### config.mk
export PLATFORM = sky130hd
export DESIGN_NAME = adc_serial_sequencer_flat
export DESIGN_NICKNAME = d
export VERILOG_FILES = /design/src/rtl/adc_serial_sequencer_if.sv /design/src/rtl/adc_serial_sequencer.sv /design/src/flat_wrapper.sv
export SDC_FILE = /design/constraint.sdc
export NUM_CORES = 1
export LEC_CHECK = 0
export BUFFER_PORTS_ARGS = -buffer_cell sky130_fd_sc_hd__buf_2
export CAP_MARGIN = 0
export CORE_MARGIN = 10
export CORE_UTILIZATION = 58
export CTS_BUF_LIST = sky130_fd_sc_hd__clkbuf_8 sky130_fd_sc_hd__clkbuf_16
export CTS_CLUSTER_DIAMETER = 150
export DETAILED_ROUTE_END_ITERATION = 10
export GPL_ROUTABILITY_DRIVEN = 0
export PLACE_DENSITY_LB_ADDON = 0.15
export SLEW_MARGIN = 20
export SYNTH_ARGS = -nofsm -noshare
export SYNTH_HDL_FRONTEND = slang
export SYNTH_SLANG_ARGS = --single-unit
export TNS_END_PERCENT = 30
### constraint.sdc
create_clock -name clk -period 2.5 [get_ports clk]
set_input_delay 0.25 -clock clk [delete_from_list [all_inputs] [get_ports clk]]
set_output_delay 0.25 -clock clk [all_outputs]
set_load 0.005 [all_outputs]
### src/rtl/adc_serial_sequencer_if.sv
// ADC handshake and serial TX bundle
// shared by the sampling sequencer and its environment.
interface adc_serial_sequencer_if #(
  parameter int DATA_BITS = 8
);
  logic                 run;
  logic                 adc_start;
  logic                 adc_done;
  logic [DATA_BITS-1:0] adc_data;
  logic                 tx;
  logic                 busy;
  logic [15:0]          sample_cnt;
  logic                 overrun;
  logic                 timeout_err;
  logic                 clr_flags;

  modport master (
    input  run, adc_done, adc_data, clr_flags,
    output adc_start, tx, busy, sample_cnt,
    output overrun, timeout_err
  );

  modport slave (
    output run, adc_done, adc_data, clr_flags,
    input  adc_start, tx, busy, sample_cnt,
    input  overrun, timeout_err
  );
endinterface

### src/rtl/adc_serial_sequencer.sv
// Periodic ADC sampling scheduler: trigger a conversion,
// latch the word, ship it as one UART frame on tx.
module adc_serial_sequencer #(
  parameter int DATA_BITS     = 8,
  parameter int CLK_DIV       = 434,
  parameter int SAMPLE_PERIOD = 10000,
  parameter int ADC_TIMEOUT   = 255
) (
  input logic                    clk,
  input logic                    rst,
  adc_serial_sequencer_if.master bus
);
  localparam int TW = $clog2(SAMPLE_PERIOD + 1);
  localparam int BW = $clog2(CLK_DIV + 1);
  localparam int CW = $clog2(ADC_TIMEOUT + 1);
  localparam int NW = $clog2(DATA_BITS + 1);

  localparam logic [TW-1:0] T_LAST = TW'(SAMPLE_PERIOD - 1);
  localparam logic [BW-1:0] B_LAST = BW'(CLK_DIV - 1);
  localparam logic [CW-1:0] C_LAST = CW'(ADC_TIMEOUT - 1);
  localparam logic [NW-1:0] N_LAST = NW'(DATA_BITS - 1);

  typedef enum logic [2:0] {
    IDLE, CONVERT, START, DATA, STOP, WAIT
  } state_t;

  state_t               state;
  logic [TW-1:0]        timer;
  logic [BW-1:0]        baud;
  logic [CW-1:0]        conv;
  logic [NW-1:0]        nbit;
  logic [DATA_BITS-1:0] shift;
  logic                 tick;
  logic                 baud_end;

  assign tick     = (state != IDLE) && (timer == T_LAST);
  assign baud_end = (baud == B_LAST);

  always_ff @(posedge clk) begin
    if (rst) begin
      state           <= IDLE;
      timer           <= '0;
      baud            <= '0;
      conv            <= '0;
      nbit            <= '0;
      shift           <= '0;
      bus.tx          <= 1'b1;
      bus.adc_start   <= 1'b0;
      bus.busy        <= 1'b0;
      bus.sample_cnt  <= '0;
      bus.overrun     <= 1'b0;
      bus.timeout_err <= 1'b0;
    end else begin
      bus.adc_start <= 1'b0;

      if (bus.clr_flags) begin
        bus.overrun     <= 1'b0;
        bus.timeout_err <= 1'b0;
      end
      // a tick outside WAIT is dropped; set beats clear
      if (tick && state != WAIT)
        bus.overrun <= 1'b1;

      if (state == IDLE || tick)
        timer <= '0;
      else
        timer <= timer + 1'b1;

      unique case (state)
        IDLE: begin
          if (bus.run) begin
            state         <= CONVERT;
            bus.adc_start <= 1'b1;
            bus.busy      <= 1'b1;
            conv          <= '0;
          end
        end
        CONVERT: begin
          if (bus.adc_done) begin
            shift  <= bus.adc_data;
            baud   <= '0;
            bus.tx <= 1'b0;
            state  <= START;
          end else if (conv == C_LAST) begin
            bus.timeout_err <= 1'b1;
            state           <= WAIT;
          end else begin
            conv <= conv + 1'b1;
          end
        end
        START: begin
          if (baud_end) begin
            baud   <= '0;
            nbit   <= '0;
            bus.tx <= shift[0];
            state  <= DATA;
          end else begin
            baud <= baud + 1'b1;
          end
        end
        DATA: begin
          if (baud_end) begin
            baud <= '0;
            if (nbit == N_LAST) begin
              bus.tx <= 1'b1;
              state  <= STOP;
            end else begin
              shift  <= shift >> 1;
              bus.tx <= shift[1];
              nbit   <= nbit + 1'b1;
            end
          end else begin
            baud <= baud + 1'b1;
          end
        end
        STOP: begin
          if (baud_end) begin
            baud           <= '0;
            bus.sample_cnt <= bus.sample_cnt + 16'd1;
            state          <= WAIT;
          end else begin
            baud <= baud + 1'b1;
          end
        end
        WAIT: begin
          if (!bus.run) begin
            state    <= IDLE;
            bus.busy <= 1'b0;
          end else if (tick) begin
            state         <= CONVERT;
            bus.adc_start <= 1'b1;
            conv          <= '0;
          end
        end
        default: begin
          state    <= IDLE;
          bus.busy <= 1'b0;
          bus.tx   <= 1'b1;
        end
      endcase
    end
  end
endmodule

### src/flat_wrapper.sv
// flat-port wrapper written by rule: the top's interface ports become plain ports
module adc_serial_sequencer_flat 
#(
  parameter int DATA_BITS     = 8,
  parameter int CLK_DIV       = 434,
  parameter int SAMPLE_PERIOD = 10000,
  parameter int ADC_TIMEOUT   = 255
)
  (clk, rst, bus_run, bus_adc_done, bus_adc_data, bus_clr_flags, bus_adc_start, bus_tx, bus_busy, bus_sample_cnt, bus_overrun, bus_timeout_err);
  adc_serial_sequencer_if #(.DATA_BITS(DATA_BITS)) bus_i ();
  input logic clk;
  input logic rst;
  input wire logic [$bits(bus_i.run)-1:0] bus_run;
  input wire logic [$bits(bus_i.adc_done)-1:0] bus_adc_done;
  input wire logic [$bits(bus_i.adc_data)-1:0] bus_adc_data;
  input wire logic [$bits(bus_i.clr_flags)-1:0] bus_clr_flags;
  output wire logic [$bits(bus_i.adc_start)-1:0] bus_adc_start;
  output wire logic [$bits(bus_i.tx)-1:0] bus_tx;
  output wire logic [$bits(bus_i.busy)-1:0] bus_busy;
  output wire logic [$bits(bus_i.sample_cnt)-1:0] bus_sample_cnt;
  output wire logic [$bits(bus_i.overrun)-1:0] bus_overrun;
  output wire logic [$bits(bus_i.timeout_err)-1:0] bus_timeout_err;
  assign bus_i.run = bus_run;
  assign bus_i.adc_done = bus_adc_done;
  assign bus_i.adc_data = bus_adc_data;
  assign bus_i.clr_flags = bus_clr_flags;
  assign bus_adc_start = bus_i.adc_start;
  assign bus_tx = bus_i.tx;
  assign bus_busy = bus_i.busy;
  assign bus_sample_cnt = bus_i.sample_cnt;
  assign bus_overrun = bus_i.overrun;
  assign bus_timeout_err = bus_i.timeout_err;
  adc_serial_sequencer #(.DATA_BITS(DATA_BITS), .CLK_DIV(CLK_DIV), .SAMPLE_PERIOD(SAMPLE_PERIOD), .ADC_TIMEOUT(ADC_TIMEOUT)) u_core (.clk(clk), .rst(rst), .bus(bus_i));
endmodule
# After elaboration in Yosys (flattened, before gate mapping)
# Cells that the tools add are included.
# totals
output_inout_bits,21
input_bits,13
regBits,67
wordCells,110
# classes
bitwise,2
mux,45
n_eq_ne,24
add_sub_neg,5
reduce_logical,22
# op_table
operator,n
2-to-1 mux 8 bit,8
2-to-1 mux 3 bit,9
case mux 8 bit (3 select lines),1
2-to-1 mux 9 bit,2
case mux 3 bit (6 select lines),1
case mux 9 bit (2 select lines),1
"adder 16 x 1 -> 16 bit, second input constant",1
case mux 8 bit (2 select lines),1
2-to-1 mux 1 bit,15
"adder 14 x 1 -> 14 bit, second input constant",1
"== test 14 bit, second input constant",1
"inequality test 2 bit, second input constant",7
2-to-1 mux 4 bit,3
AND reduction 4 bit,3
"inequality test 2 x 1 -> 1 bit, second input constant",5
"adder 9 x 1 -> 9 bit, second input constant",1
"== test 9 bit, second input constant",1
"adder 8 x 1 -> 8 bit, second input constant",1
"== test 8 bit, second input constant",1
case mux 4 bit (2 select lines),1
nonzero test 2 bit,4
AND reduction 7 bit,1
"== test 3 x 2 -> 1 bit, second input constant",2
"== test 3 bit, second input constant",2
19 further kinds,25

# Depth between registers and ports, before layout
# logic_depth
word_depth,5
ltp_mapped,8
ltp_nobuf,7

# Worst setup path after synthesis
# No wires, ideal clock.
# synth_timing
path_kind,register -> register
startpoint,reg u_core.conv[0]
endpoint,reg u_core.conv[1]
required_ns,2.430
path_buffers,1
t_arrival_ns,1.890
period_less_slack_ns,1.960
slack_ns,0.540
stages_incl_launch_ff,9
setup_ns,0.070
cell_sequence,dfxtp_1 -> inv_1 -> ha_1 -> nand4_1 -> nor3_1 -> or4b_2 -> buf_2 -> a211o_1 -> a21oi_1
# synth_via
elab_chain_len,4
elab_cells_between_ends,7
classes_between,add/sub: 1; eq/ne: 2; mux: 3; reduce/logical: 1
# synth_rtl
element,line_no,source
start: declaration,adc_serial_sequencer.sv:30,logic [CW-1:0] conv;
start signal: assignment,adc_serial_sequencer.sv:88,conv <= conv + 1'b1;
adder 8 x 1 -> 8 bit,adc_serial_sequencer.sv:88,
2-to-1 mux 8 bit,adc_serial_sequencer.sv:84,end else if (conv == C_LAST) begin
2-to-1 mux 8 bit,adc_serial_sequencer.sv:79,if (bus.adc_done) begin
case mux 8 bit (3 select lines),adc_serial_sequencer.sv:69,unique case (state)
# Several ways; a longest one is shown, not always the timed one. The select of a mux whose other input is x is not followed.
# A chain may end at the register's enable or synchronous reset.

# Final worst setup path
# layout_timing
startpoint,reg u_core.state[0]
endpoint,reg u_core.conv[3]
# layout_via
elab_chain_len,4
elab_cells_between_ends,13
classes_between,eq/ne: 7; mux: 1; reduce/logical: 5
# layout_rtl
element,line_no,source
start: declaration,adc_serial_sequencer.sv:27,state_t state;
start signal: assignment,adc_serial_sequencer.sv:41,state <= IDLE;
start signal: assignment,adc_serial_sequencer.sv:72,state <= CONVERT;
start signal: assignment,adc_serial_sequencer.sv:83,state <= START;
nonzero test 3 bit,adc_serial_sequencer.sv:36,assign tick = (state != IDLE) && (timer == T_LAST);
logical AND 1 bit,adc_serial_sequencer.sv:36,
inequality test 2 x 1 -> 1 bit (no line),--,
AND reduction 6 bit (no line),--,
# Several ways; a longest one is shown, not always the timed one.

==> impl_metrics.env <==
export IMPL_drive_gt1_frac=0.147
export IMPL_clock_skew_final_ns=0.00753
export IMPL_dieArea_um2=9160
export IMPL_finalWirelength_mm=7.00
export IMPL_status="finished, final reports clean"
export IMPL_syn_inst=398
export IMPL_post_synth_cell_area_avg_um2=8.35
export IMPL_die_height_um=95.7
export IMPL_1st_iter_drt_viols=149
export IMPL_clk_insertion_delay_late_ns=0.35
export IMPL_fmax_ghz=0.478
export IMPL_grt_pass1_vias=2722
export IMPL_top_level_ports=34
export IMPL_period_share=0.837
export IMPL_crit_path_cell_trace="buf_4 > nor2b_1 > nand2b_1 > or4_1 > o32ai_1"
export IMPL_grt_antenna_before_repair=0
export IMPL_worstSetupPathType="flop to flop"
export IMPL_drc_errors=0
export IMPL_cts_inserted_buffers=9
export IMPL_avgRoutedWirePerCell_um=13.8
export IMPL_timing_max_transition_violations_final=0
export IMPL_ys_seq_area_frac=0.403
export IMPL_routed_via_count=2910
export IMPL_vdd_drop_max_mv=0.584
export IMPL_ctsLongestPathBuffers=2
export IMPL_yosysTopAreaCell="sky130_fd_sc_hd__dfxtp_1"
export IMPL_routed_via_density=5.74
export IMPL_maximum_capacitance_violations=0
export IMPL_grt_usage=0.163
export IMPL_async_flop_share=0
export IMPL_grt_pass1_wl_mm=12.2
export IMPL_synth_most_common_cell="sky130_fd_sc_hd__dfxtp_1"
export IMPL_numPortBuffers=33
export IMPL_fp_coreArea_um2=5540
export IMPL_cts_hold_repair_buffers=0
export IMPL_detail_route_antenna_nets=0
export IMPL_hold_path_class="primary input to flop"
export IMPL_tightest_slew_ns=0.662
export IMPL_setup_crit_start_kind="flop"
export IMPL_power_static_leakage_nw=1.45
export IMPL_num_nets_final=451
export IMPL_synthDominantCellAreaShare=0.403
export IMPL_synth_main_ff_cell="sky130_fd_sc_hd__dfxtp_1"
export IMPL_synthesis_yosys_warnings=0
export IMPL_end_kind="flop"
export IMPL_power_density_nw_per_um2=762
export IMPL_synth_top_cells_by_count="sky130_fd_sc_hd__dfxtp_1, sky130_fd_sc_hd__nor2_1, sky130_fd_sc_hd__xor2_1"
export IMPL_cts_root_buf="sky130_fd_sc_hd__clkbuf_8"
export IMPL_timing_setup_tns_ns=0
export IMPL_syn2layout_area_growth_pct=12.2
export IMPL_period_minus_ws_final_ns=2.09
export IMPL_hpwl_mm=4.96
export IMPL_tritoncts_num_sinks=67
export IMPL_hold_violations=0
export IMPL_sequential_cell_area_um2=1340
export IMPL_grt_setup_unrepaired="no"
export IMPL_crit_path_largest_cell_delay_ns=0.60
export IMPL_relative_slew_margins=0.552
export IMPL_tritoncts="built"
export IMPL_crit_path_top_delay_cell="sky130_fd_sc_hd__or4_1"
export IMPL_setup_viol=0
export IMPL_cts_resized_gates=0
export IMPL_critPathRequiredTime_ns=2.76
export IMPL_multi_input_comb_area_um2=1860
export IMPL_diodes=0
export IMPL_grt_start_max_net_pins=26
export IMPL_synthDistinctLibCells=54
export IMPL_synth_fp_nets=418
export IMPL_netlist_area_um2=3320
export IMPL_critical_path_max_fanout=12
export IMPL_report_power_total_mw=2.84
export IMPL_globalRoute_totalOverflow=0
export IMPL_clk_pin_slew_ns=0.07
export IMPL_synth_seq_cells=67
export IMPL_die_width_um=95.7
export IMPL_placementRows=27
export IMPL_synth_edf_count=0
export IMPL_place_detailed_instances=492
export IMPL_postCtsSetupBuffers=0
export IMPL_layoutNonFillerInstCount=507
export IMPL_h_tree_depth=3
export IMPL_starting_density_of_the_core=0.600
export IMPL_critical_path_arrival_ns=2.35
export IMPL_dr_pass1_iters=5
export IMPL_synth_top_cells_by_area="sky130_fd_sc_hd__dfxtp_1, sky130_fd_sc_hd__nor2_1, sky130_fd_sc_hd__xor2_1, sky130_fd_sc_hd__nand3_1, sky130_fd_sc_hd__a21oi_1"
export IMPL_num_fill_cells=473
-- logic make-up after synthesis --
| family | Yosys count | synth area share |
|---|---|---|
| DFF | 67 | 0.403 |
| muxes | 3 | 0.00903 |
| and+or+nand+nor | 195 | 0.309 |
| xor gates and xnor gates | 36 | 0.0948 |
| buffers and inverters | 28 | 0.0369 |
| adders and majority gates | 7 | 0.0263 |
| AOI/OAI and AO/OA | 62 | 0.120 |
-- layer usage --
layer  track usage  part of all wire  wire length (um)
met5             0                 0                 0
met1         0.196              0.45              3180
met2         0.261              0.47              3320
met4        0.0627             0.011                80
met3        0.0591             0.060               420
-- registers in the layout, indices dropped and copies added, names as in the netlist, 3 cells and up --
| name | flops |
|---|---|
| u_core.nbit | 4 |
| u_core.shift | 8 |
| u_core.bus.sample_cnt | 16 |
| u_core.timer | 14 |
| u_core.state | 3 |
| u_core.conv | 8 |
| u_core.baud | 9 |
-- critical path, delay by kind of cell, from the launching register on --
kind	cells	cell delay, ns
and+or+nand+nor	3	0.99
buffers and inverters	1	0.24
AOI/OAI and AO/OA	1	0.29
DFF	1	0.47
-- cells in the final DEF, fill, tap and decap left out, types with 9 or more instances in the layout --
| cell | netlist | routed |
|---|---|---|
| sky130_fd_sc_hd__dfxtp_1 | 67 | 67 |
| sky130_fd_sc_hd__nor2_1 | 66 | 66 |
| sky130_fd_sc_hd__buf_2 | 5 | 33 |
| sky130_fd_sc_hd__xor2_1 | 28 | 28 |
| sky130_fd_sc_hd__nand3_1 | 26 | 26 |
| sky130_fd_sc_hd__nand2_1 | 25 | 25 |
| sky130_fd_sc_hd__a21oi_1 | 23 | 23 |
| sky130_fd_sc_hd__nand4_1 | 15 | 15 |
| sky130_fd_sc_hd__o21ai_0 | 12 | 12 |
| sky130_fd_sc_hd__and3_1 | 10 | 10 |
| sky130_fd_sc_hd__inv_1 | 6 | 9 |
| sky130_fd_sc_hd__clkbuf_8 | 0 | 9 |
| sky130_fd_sc_hd__buf_4 | 1 | 9 |
-- metrics by stage --
step,hold WS (ns),setup slack [ns],cell area (um2),utilization
floorplan,0.402,0.540,3320,-
global placement,0.426,0.491,3550,0.642
detailed placement,0.431,0.423,3550,0.642
CTS,0.142,0.413,3730,0.673
global route,0.170,0.00778,3730,0.673
finish,0.161,0.408,3730,0.673
-- worst paths after layout --
path / startpoint / endpoint / slack [ns] / cells after the start
min reg2reg: u_core.timer[0] / u_core.timer[0] / 0.44 / 1
min: bus_adc_data[5] / u_core.shift[5] / 0.16 / 3
max: u_core.state[0] / u_core.conv[3] / 0.41 / 5
max reg2reg: u_core.state[0] / u_core.conv[3] / 0.41 / 5
-- power by group --
group          switching [mW]  internal (mW)  total (mW)
registers              0.0897           1.16        1.25
clock network           0.387          0.440       0.828
logic                   0.469          0.297       0.766
total                   0.947           1.89        2.84
-- cell type report --
cell class                      instances  share of cell area
Multi-Input combinational cell        303               0.499
Sequential cell                        67               0.360
Timing Repair Buffer                   42              0.0624
Clock buffer                            9              0.0332
Tap cell                               72              0.0242
Clock inverter                          6              0.0138
Inverter                                8             0.00805
(Power assumes the default switching activity.)
